[config.mk]
export PLATFORM = sky130hd
export DESIGN_NAME = matrix_c_unloader
export DESIGN_NICKNAME = d
export VERILOG_FILES = /design/src/rtl/matrix_pkg.sv /design/src/rtl/matrix_c_unloader.sv
export SDC_FILE = /design/constraint.sdc
export NUM_CORES = 1
export LEC_CHECK = 0
export BUFFER_PORTS_ARGS = -buffer_cell sky130_fd_sc_hd__buf_2
export CAP_MARGIN = 20
export CORE_MARGIN = 3
export CORE_UTILIZATION = 52
export DETAILED_ROUTE_END_ITERATION = 6
export GPL_TIMING_DRIVEN = 0
export PLACE_DENSITY_LB_ADDON = 0.05
export SLEW_MARGIN = 10
export SYNTH_ARGS = -nofsm -noshare
export SYNTH_HDL_FRONTEND = slang
export SYNTH_SLANG_ARGS = --single-unit
[constraint.sdc]
create_clock -name clk -period 1.6 [get_ports clk]
set_input_delay 0.08 -clock clk [delete_from_list [all_inputs] [get_ports clk]]
set_output_delay 0.08 -clock clk [all_outputs]
set_load 0.01 [all_outputs]
[src/rtl/matrix_pkg.sv]
// Constants and unload-state encoding shared by the serial matrix loaders and unloaders.
package matrix_pkg;

  localparam int unsigned WORD_W    = 32;
  localparam int unsigned NUM_WORDS = 4;
  localparam int unsigned MAT_W     = WORD_W * NUM_WORDS;

  typedef enum logic {
    IDLE = 1'b0,
    SEND = 1'b1
  } unload_state_t;

endpackage

[src/rtl/matrix_c_unloader.sv]
// Captures a parallel result matrix in one cycle and streams it out word 0 first
// over a valid/ready interface.
module matrix_c_unloader #(
  parameter int unsigned WORD_W    = matrix_pkg::WORD_W,
  parameter int unsigned NUM_WORDS = matrix_pkg::NUM_WORDS
) (
  input  logic                        clk,
  input  logic                        reset,
  input  logic                        C_opcode,
  input  logic [WORD_W*NUM_WORDS-1:0] Data_in,
  input  logic                        Out_ready,
  output logic [WORD_W-1:0]           Data_out,
  output logic                        Out_valid,
  output logic                        Out_last,
  output logic                        Busy_C,
  output logic                        Done_C,
  output logic                        Load_err
);

  import matrix_pkg::*;

  localparam int unsigned     IDX_W    = (NUM_WORDS > 1) ? $clog2(NUM_WORDS) : 1;
  localparam logic [IDX_W-1:0] LAST_IDX = IDX_W'(NUM_WORDS - 1);

  unload_state_t                 state_q, state_d;
  logic [WORD_W*NUM_WORDS-1:0]   shadow_q;
  logic [IDX_W-1:0]              read_index_q;
  logic                          last_word;
  logic                          xfer;

  always_comb begin
    last_word = (read_index_q == LAST_IDX);
    xfer      = (state_q == SEND) && Out_ready;
    state_d   = state_q;
    unique case (state_q)
      IDLE: if (C_opcode) state_d = SEND;
      SEND: if (xfer && last_word) state_d = IDLE;
      default: state_d = IDLE;
    endcase
  end

  // Data_out is forced to zero outside SEND so idle/reset always present a clean bus.
  always_comb begin
    Out_valid = (state_q == SEND);
    Busy_C    = (state_q == SEND);
    Out_last  = Out_valid && last_word;
    Data_out  = Out_valid ? shadow_q[32'(read_index_q) * WORD_W +: WORD_W] : '0;
  end

  always_ff @(posedge clk or negedge reset) begin
    if (!reset) begin
      state_q <= IDLE;
    end else begin
      state_q <= state_d;
    end
  end

  always_ff @(posedge clk or negedge reset) begin
    if (!reset) begin
      shadow_q     <= '0;
      read_index_q <= '0;
      Done_C       <= 1'b0;
      Load_err     <= 1'b0;
    end else begin
      Done_C   <= 1'b0;
      Load_err <= 1'b0;
      unique case (state_q)
        IDLE: begin
          if (C_opcode) begin
            shadow_q     <= Data_in;
            read_index_q <= '0;
          end
        end
        SEND: begin
          // A load request during an unload is rejected, even on the final transfer.
          Load_err <= C_opcode;
          if (xfer) begin
            if (last_word) begin
              read_index_q <= '0;
              Done_C       <= 1'b1;
            end else begin
              read_index_q <= read_index_q + IDX_W'(1);
            end
          end
        end
        default: ;
      endcase
    end
  end

endmodule

==> results of run 1 <==
## routing by layer
layer,vias to the layer above,GRT usage,share of wire
li1,2175,-,-
met1,2738,0.3165,0.35
met2,438,0.4897,0.50
met3,148,0.06684,0.079
met4,2,0.1274,0.064
met5,-,0,0.00031
## layout by cell type, fill, tap and decap left out
master	Yosys	routed
sky130_fd_sc_hd__dlygate4sd3_1	0	131
sky130_fd_sc_hd__dfrtp_1	133	132
sky130_fd_sc_hd__mux2i_4	0	4
sky130_fd_sc_hd__o2bb2ai_1	1	1
sky130_fd_sc_hd__and3_1	1	1
sky130_fd_sc_hd__mux2_2	128	1
sky130_fd_sc_hd__nor2_1	2	2
sky130_fd_sc_hd__dfrtp_2	0	1
sky130_fd_sc_hd__clkinv_2	0	2
sky130_fd_sc_hd__bufinv_16	0	1
sky130_fd_sc_hd__clkbuf_16	0	33
sky130_fd_sc_hd__nor2b_4	1	1
sky130_fd_sc_hd__mux2i_1	67	55
sky130_fd_sc_hd__clkbuf_8	0	7
sky130_fd_sc_hd__o22ai_2	0	9
sky130_fd_sc_hd__mux2_4	0	127
sky130_fd_sc_hd__mux2i_2	0	8
sky130_fd_sc_hd__diode_2	0	2
sky130_fd_sc_hd__ha_2	0	1
sky130_fd_sc_hd__nand2b_4	0	1
sky130_fd_sc_hd__and2_4	0	1
sky130_fd_sc_hd__buf_6	19	4
sky130_fd_sc_hd__nand2_2	0	1
sky130_fd_sc_hd__buf_12	0	23
sky130_fd_sc_hd__clkbuf_1	6	7
sky130_fd_sc_hd__o22ai_1	32	23
sky130_fd_sc_hd__buf_8	0	1
sky130_fd_sc_hd__buf_2	3	167
sky130_fd_sc_hd__buf_4	2	10
sky130_fd_sc_hd__nand2b_1	3	2
sky130_fd_sc_hd__buf_16	0	3
sky130_fd_sc_hd__and2_1	2	1
## state kept, by name, indices dropped and copies added (netlist names)
signal,cells
Busy_C,1
shadow_q,128
Load_err,1
Done_C,1
read_index_q,2
## per-stage QoR
| step | total power [mW] | setup TNS [ps] | hold WS (ps) | cells | setup slack [ps] |
|---|---|---|---|---|---|
| after floorplan | 10.53 | 0 | -215.6 | 403 | 166.4 |
| after global placement | 12.44 | -170890 | 311.6 | 711 | -1280 |
| after detailed placement | 12.71 | -1588 | 108.8 | 712 | -106.6 |
| after CTS | 17.60 | -4295 | 239.2 | 882 | -142.1 |
| after global routing | 21.82 | -18390 | 323.0 | 903 | -331.3 |
| final | 21.20 | -13280 | 269.6 | 903 | -297.1 |
## worst register-to-register path: stages (launching register included)
cell,delay [ps]
sky130_fd_sc_hd__dfrtp_1,380
sky130_fd_sc_hd__buf_6,140
sky130_fd_sc_hd__buf_6,120
sky130_fd_sc_hd__nor2b_4,170
sky130_fd_sc_hd__buf_12,140
sky130_fd_sc_hd__clkbuf_16,160
sky130_fd_sc_hd__clkbuf_16,160
sky130_fd_sc_hd__mux2_4,320
## cell type report
type / instances / area, sq um
buffer: 30 / 518.0
clock inverter: 3 / 40.04
timing repair buffer: 327 / 2735
antenna: 2 / 5.005
tap: 140 / 175.2
fill: 326 / 683.2
multi-input combinational: 239 / 3024
clock buffer: 29 / 520.5
sequential: 133 / 3329
## power groups by stage
| stage | combinational (mW) | sequential, mW | clock (mW) |
|---|---|---|---|
| floorplan | 4.83 | 5.70 | 0 |
| global placement | 6.59 | 5.85 | 0 |
| detailed placement | 6.75 | 5.96 | 0 |
| CTS | 7.95 | 5.94 | 3.71 |
| global route | 11.3 | 6.59 | 3.97 |
| finish | 10.8 | 6.53 | 3.84 |
## timing repair
action | CTS | global route
pin swaps | 5 | 7
hold buffers | 131 | 0
setup buffers | 6 | 4
resized for setup | 50 | 176
endpoints found under the hold margin | 197 | 0
setup endpoints to repair | 32 | 153
gates cloned | 2 | 15
## kinds of logic (layout without fill, tap and decap cells)
family          after synthesis  count (layout)  share of synthesized area
other cells                   0               2                          0
fa+ha+maj                     1               1                   0.002087
mux                         195             195                     0.3523
simple gates                 10              10                    0.01044
compound gates               33              33                    0.03486
flops                       133             133                     0.5552
buf+inv                      31             389                    0.04508
## path summary, 6_finish.rpt
kind,start,to,slack (ps),cells past startpoint
min in group clk,Data_in[107],shadow_q[107],430,3
max in group asynchronous,reset,shadow_q[49],570,3
max,read_index_q[1],Data_out[19],-300,5
min,reset,shadow_q[29],270,2
max reg2reg,Busy_C,shadow_q[28],-110,7
min reg2reg,shadow_q[91],shadow_q[91],520,1
==> results by stage, run 1 <==
Worst setup path:
- The peak per-stage delay on the critical path is 430 ps.
- The worst setup path is of the reg2out kind.
- The worst setup path is captured at an output pin.
- The cell with the most instances on the worst path is sky130_fd_sc_hd__buf_12.
- The buffer and inverter count on the worst path is 3.
- The required time at the endpoint of the critical path is 1520 ps.
- Among all stages on the critical path, the largest delay is contributed by sky130_fd_sc_hd__dfrtp_2.
- At the worst endpoint, the arrival time is 1820 ps.
- The signal on the critical path passes through buf_12 -> buf_12 -> mux2i_1 -> o22ai_1 -> buf_2.
- The top fanout value on the critical path is 10.
- The critical path startpoint category is a flip-flop.
- Grouping stages by cell kind, the critical path spends the most delay in buffers and inverters.

Synthesis:
- The count of warnings emitted by yosys is 0.
- The most frequently used cell type in the post-synthesis netlist is sky130_fd_sc_hd__dfrtp_1.
- The number of enable flip-flop cells after synthesis is 0.
- The commonest cells after synthesis are 133 x sky130_fd_sc_hd__dfrtp_1, 128 x sky130_fd_sc_hd__mux2_2, 67 x sky130_fd_sc_hd__mux2i_1.
- Each instance of the synthesized netlist takes up on average 14.87 sq um.
- The predominant post-synthesis flop cell is sky130_fd_sc_hd__dfrtp_1.
- The largest total area in the synthesized netlist belongs to sky130_fd_sc_hd__dfrtp_1.
- In this run, synthesis produced a sequential element count of 133.
- The share of synthesized registers carrying an async set or reset is 1.000.
- The synthesized instance count is 403.
- Sorting the synthesized cells by area gives the leading types as sky130_fd_sc_hd__dfrtp_1 56%, sky130_fd_sc_hd__mux2_2 24%, sky130_fd_sc_hd__mux2i_1 11%.
- The part of the Yosys area used for sequential elements is 0.5552.
- The synthesized net count is 536.
- Summing every instance area after synthesis gives 0.005994 sq mm.
- The count of cell types in the netlist is 17.
- The share of the synthesized area in the top cell type is 0.5552.

Routing:
- The first-pass iteration count of the detailed router is 5.
- In the final routed layout, each cell accounts on average for 28.54 um.
- The final antenna-violating net count is 0.
- The detailed-route vias per instance is 6.092.
- After detailed routing, the total wire length is 25.77 mm.
- In the routed design, unresolved DRC markers number 0.
- The first-iteration detailed-routing DRC count is 422.
- The routed via count is 5501.

Clocking:
- Clock-pin slew was measured on the worst setup and hold paths at 60 ps.
- The number of buffers inserted during clock tree synthesis is 17.
- TritonCTS built the clock tree.
- The number of buffers on the longest clock path is 2.
- The insertion delay of the later-clocked pin in the worst-skew pair is 430 ps.
- In this run the clock root is driven by a sky130_fd_sc_hd__clkbuf_16.
- The clock tree synthesis step divided the H-tree into 4 levels.
- Counting every sink on the clock net gives 133.

Placement:
- The number of input and output port buffers inserted is 168.
- After detailed placement, the total cell area comes to 0.007044 sq mm.
- Routability-driven placement finished with a final weighted congestion of 0.7479.
- The wire-length estimate of the detail-placed layout is 9.862 mm.

Global routing:
- The overall global routing resource usage is 0.2769.
- The pin count of the biggest net entering global routing is 70.
- The total grt overflow is 0.
- The number of antenna violations at the first check in global routing was 3.
- The global-route wire length before repair is 26.99 mm.
- The via count of the first global-routing pass is 5275.

Floorplanning:
- The die covers 0.01285 sq mm.
- 169 I/O pins were placed.
- Measured along the y axis, the die boundary spans 113.4 um.
- The total area inside the core boundary comes to 0.01103 sq mm.
- The number of cell rows is 38.
- The die extent in x is 113.4 um.
- For this configuration, the core starts out at a cell density of 0.5434.

Status:
- The flow ran to the end, but the final reports show violations.
- The checks that failed: setup timing.

Power:
- In this run the power spent charging and discharging nets is 7.570 mW.
- The part of the power in combinational logic is 0.511.
- In this run the static leakage power is 4.915 nW.
- The share of total power dissipated in the clock network is 0.181.
- The sequential group share of total power is 0.308.
- Of the total power, the share spent switching nets is 0.3572.
- The maximum vdd drop is 1301 uV.
- The internal power summed over all cells is 13.63 mW.
- For this design the ratio of total power to cell area is 2048 mW/mm^2.

STA:
- The setup-violating endpoint count in the final report is 160.
- Across all setup checks in the final design, the least slack found is -297.1 ps.
- Setup repair after global routing could not meet its margin everywhere.
- The clock skew after layout is 9.445 ps.
- The worst relative slew slack is 0.5875.
- For the pin with the worst max-slew slack, the measured transition is 618.7 ps.
- The final period demand of the worst path is 1897 ps.
- The number of endpoints with negative hold slack in the final report is 0.
- Derived from the worst setup path, the maximum achievable clock frequency is 0.5271 GHz.
- The number of max-slew violations in the final report is 0.
- Dividing the final minimum period by the clock period gives 1.186.

Layout:
- Measured on the finished design, the core utilization comes to 0.9381.
- The final layout net count is 881.
- The finished cells cover 0.01035 sq mm.
- Of the cells placed in the final design, the portion with a size suffix greater than 1 is 0.5335.
- The relative area change from synthesis to final layout is 72.61%.

Worst hold path:
- The worst hold path class is in2async.

Flow run:
- The max-cap check violation count is 0.
(Power assumes the default switching activity.)
==> inputs of run 2 (changes only) <==
CELL_PAD_IN_SITES_DETAIL_PLACEMENT = 1   (was unset)
CELL_PAD_IN_SITES_GLOBAL_PLACEMENT = 2   (was unset)
CORE_UTILIZATION = 35   (was 52)
==> run 2 against run 1 <==
The flow still finishes with violations (setup timing). Power is 8.0% lower. Critical endpoint is now Data_out[11]. Critical path depth is 1 lower. Fmax is 8.6% higher. Die area is 46% higher. Final cell count is 8.3% higher. Core utilization is 33 points lower. Wire length is 24% lower.
==> results by stage, run 2 (same netlist as run 1, synthesis figures left out) <==
Flow run:
- The max-cap check violation count is 0 (unchanged).

Placement:
- The routability-driven placement congestion ratio is 0.7735 (+3.4%).
- The sum of net half-perimeters after detailed placement is 11.53 mm (+17%).
- The number of input and output port buffers inserted is 168 (unchanged).

Global routing:
- The via count of the first global-routing pass was 5116 (-3.0%).
- The overall global routing resource usage is 0.1944 (-0.08257).
- The pin count of the biggest net entering global routing was 89 (+27%).
- The global-route wire length before repair was 27.41 mm (+1.5%).
- The number of antenna violations at the first check in global routing is 0 (-3).
- The total grt overflow is 0 (unchanged).

STA:
- The number of endpoints with negative hold slack in the final report came to 0 (unchanged).
- The number of max-slew violations in the final report is 0 (unchanged).
- The peak clock frequency supported by timing was 0.5724 GHz (+8.6%).
- Setup repair after global routing could not meet its margin everywhere.
- The post-route worst hold slack is 157.6 ps (-111.9 ps).
- The final worst setup slack was -147.0 ps (+150.0 ps).
- The post-route clock period utilization is 1.092 (-0.09377).
- The clock skew after layout is 5.299 ps (-4.147 ps).
- The worst relative slew slack came to 0.6787 (+0.09118).
- The pin slew with the least headroom to its limit is 482.0 ps (-136.8 ps).
- The setup-violating endpoint count in the final report came to 137 (-14%).
- The final period demand of the worst path is 1747 ps (-150.0 ps).

Layout:
- The flip-flop count of the largest register after layout is 128 (unchanged).
- The final layout net count came to 878 (-0.34%).
- The largest registers in the layout are shadow_q x128, read_index_q x2.
- The share of the core filled with cells is 0.6090 (-0.3291).
- The most common library cell in the layout ignoring fill and taps is sky130_fd_sc_hd__buf_2.
- The proportion of layout cells with a drive suffix above 1 is 0.5409 (+0.007389).
- The register with the most flip-flops in the final layout is shadow_q.
- The number of fill cells in the layout is 1628 (+400%).
- In the layout the commonest cells are 166 x sky130_fd_sc_hd__buf_2, 132 x sky130_fd_sc_hd__dfrtp_1, 131 x sky130_fd_sc_hd__dlygate4sd3_1, 72 x sky130_fd_sc_hd__mux2_2, 56 x sky130_fd_sc_hd__mux2_4.
- The relative area change from synthesis to final layout is 69.67%.
- The number of inserted diodes is 0 (-2).

Routing:
- The routed length per instance came to 20.06 um (-30%).
- The final wirelength is 19.62 mm (-24%).
- The first-pass iteration count of the detailed router was 4 (-1).
- The detailed-route DRC error count was 0 (unchanged).
- The final antenna-violating net count came to 0 (unchanged).
- The routed via count is 4691 (-15%).
- The detailed-route vias per instance is 4.797 (-21%).
- The first-iteration detailed-routing DRC count was 125 (-70%).

Worst setup path:
- The endpoint type of the worst setup path is an output pin.
- The data arrival time at the worst-slack endpoint is 1670 ps (-150 ps).
- The signal on the critical path passes through buf_4 -> mux2i_1 -> o22ai_2 -> buf_2.
- The top fanout value on the critical path is 10 (unchanged).
- By startpoint and endpoint, the worst setup path is classified as reg2out.
- The slowest stage of the critical path is the sky130_fd_sc_hd__dfrtp_2 cell.
- The logic depth of the worst register-to-register path is 7 (unchanged).
- The peak per-stage delay on the critical path is 410 ps (-20 ps).
- The required time at the endpoint of the critical path is 1520 ps (about the same).
- STA classifies the critical path startpoint as a flip-flop.

Worst hold path:
- The worst hold path class is in2async.

Power:
- The leakage power was 4.682 nW (-4.7%).
- The maximum vdd drop was 1001 uV (-23%).
- The total power per unit cell area is 1918 mW/mm^2 (-6.4%).

Clocking:
- The TritonCTS clock tree is built.
- The cell chosen for the clock root is sky130_fd_sc_hd__clkbuf_16.
- The number of clock sinks is 133 (unchanged).
- The insertion delay of the later-clocked pin in the worst-skew pair is 420 ps (about the same).
- The clock transition at the registers of the reported paths is 60 ps (about the same).
- The H-tree depth reported by CTS came to 4 (unchanged).
- The number of buffers on the longest clock path is 2 (unchanged).
- The number of buffers inserted during clock tree synthesis is 17 (unchanged).

Status:
- The final reports fail on setup timing.
- The flow ran to the end, but the final reports show violations.

Floorplanning:
- The number of ports placed on the die boundary is 169 (unchanged).
- The chip height is 136.9 um (+21%).
- The starting density of the core was 0.3589 (-0.1845).
- The die extent in x is 136.9 um (+21%).
- The area of the die is 0.01873 sq mm (+46%).
- The number of cell rows is 47 (+24%).
- The floorplan core area is 0.01670 sq mm (+51%).
## run 2: layout make-up
cell class,instances,area [sq um],share of cell area
well taps,220,275.3,0.02706
flip-flops and latches,133,3329,0.3273
multi-input cells,239,2765,0.2719
clock inverters,12,153.9,0.01513
clock buffers,20,456.7,0.04490
repair buffers,324,2666,0.2621
plain buffers,30,524.3,0.05154
## run 2: power by group
group / internal (mW) / switching, mW / leakage, nW / total, mW
Combinational: 5.53 / 3.87 / 2.80 / 9.40
Clock: 2.53 / 1.48 / 0.292 / 4.01
Sequential: 5.07 / 1.03 / 1.59 / 6.10
Total: 13.1 / 6.38 / 4.68 / 19.5
## run 2: worst max-delay path, delay by kind of cell (launching register included)
| kind | cells | cell delay, ps |
|---|---|---|
| buffers and inverters | 2 | 420 |
| AO/OA/AOI/OAI | 1 | 110 |
| multiplexers | 1 | 300 |
| flip-flops | 1 | 410 |
## run 2: routing by layer
layer / GRT usage / part of all wire
met4: 0.05987 / 0.0088
met5: 0 / 0
met1: 0.2345 / 0.44
met2: 0.3458 / 0.52
met3: 0.04338 / 0.035
## run 2: per-stage QoR
step / setup TNS (ps) / cell area (sq um) / total power [mW] / instances / worst slack [ps]
after global placement: -192100 / 7111 / 12.65 / 791 / -1425
after CTS: -10800 / 9325 / 18.00 / 961 / -157.9
after floorplan: 0 / 5995 / 10.53 / 403 / 166.4
after global routing: -17120 / 10170 / 20.58 / 978 / -238.3
final: -8184 / 10170 / 19.51 / 978 / -147.0
after detailed placement: -3783 / 7144 / 12.91 / 792 / -165.1
## run 2: repair_timing
action	CTS	global route
hold buffers	131	0
pin swaps	1	2
setup endpoints to repair	32	153
endpoints found under the hold margin	178	0
setup buffers	7	2
cloned	0	15
gates resized for setup	48	106
## run 2: final timing paths
kind | slack, ps | from | to
max in group asynchronous | 640 | reset | shadow_q[80]
worst min-delay path | 160 | reset | shadow_q[33]
worst max-delay path | -150 | read_index_q[1] | Data_out[11]
worst max register to register | -100 | Busy_C | shadow_q[62]
worst min register to register | 500 | shadow_q[31] | shadow_q[31]
min in group clk | 420 | Data_in[106] | shadow_q[106]
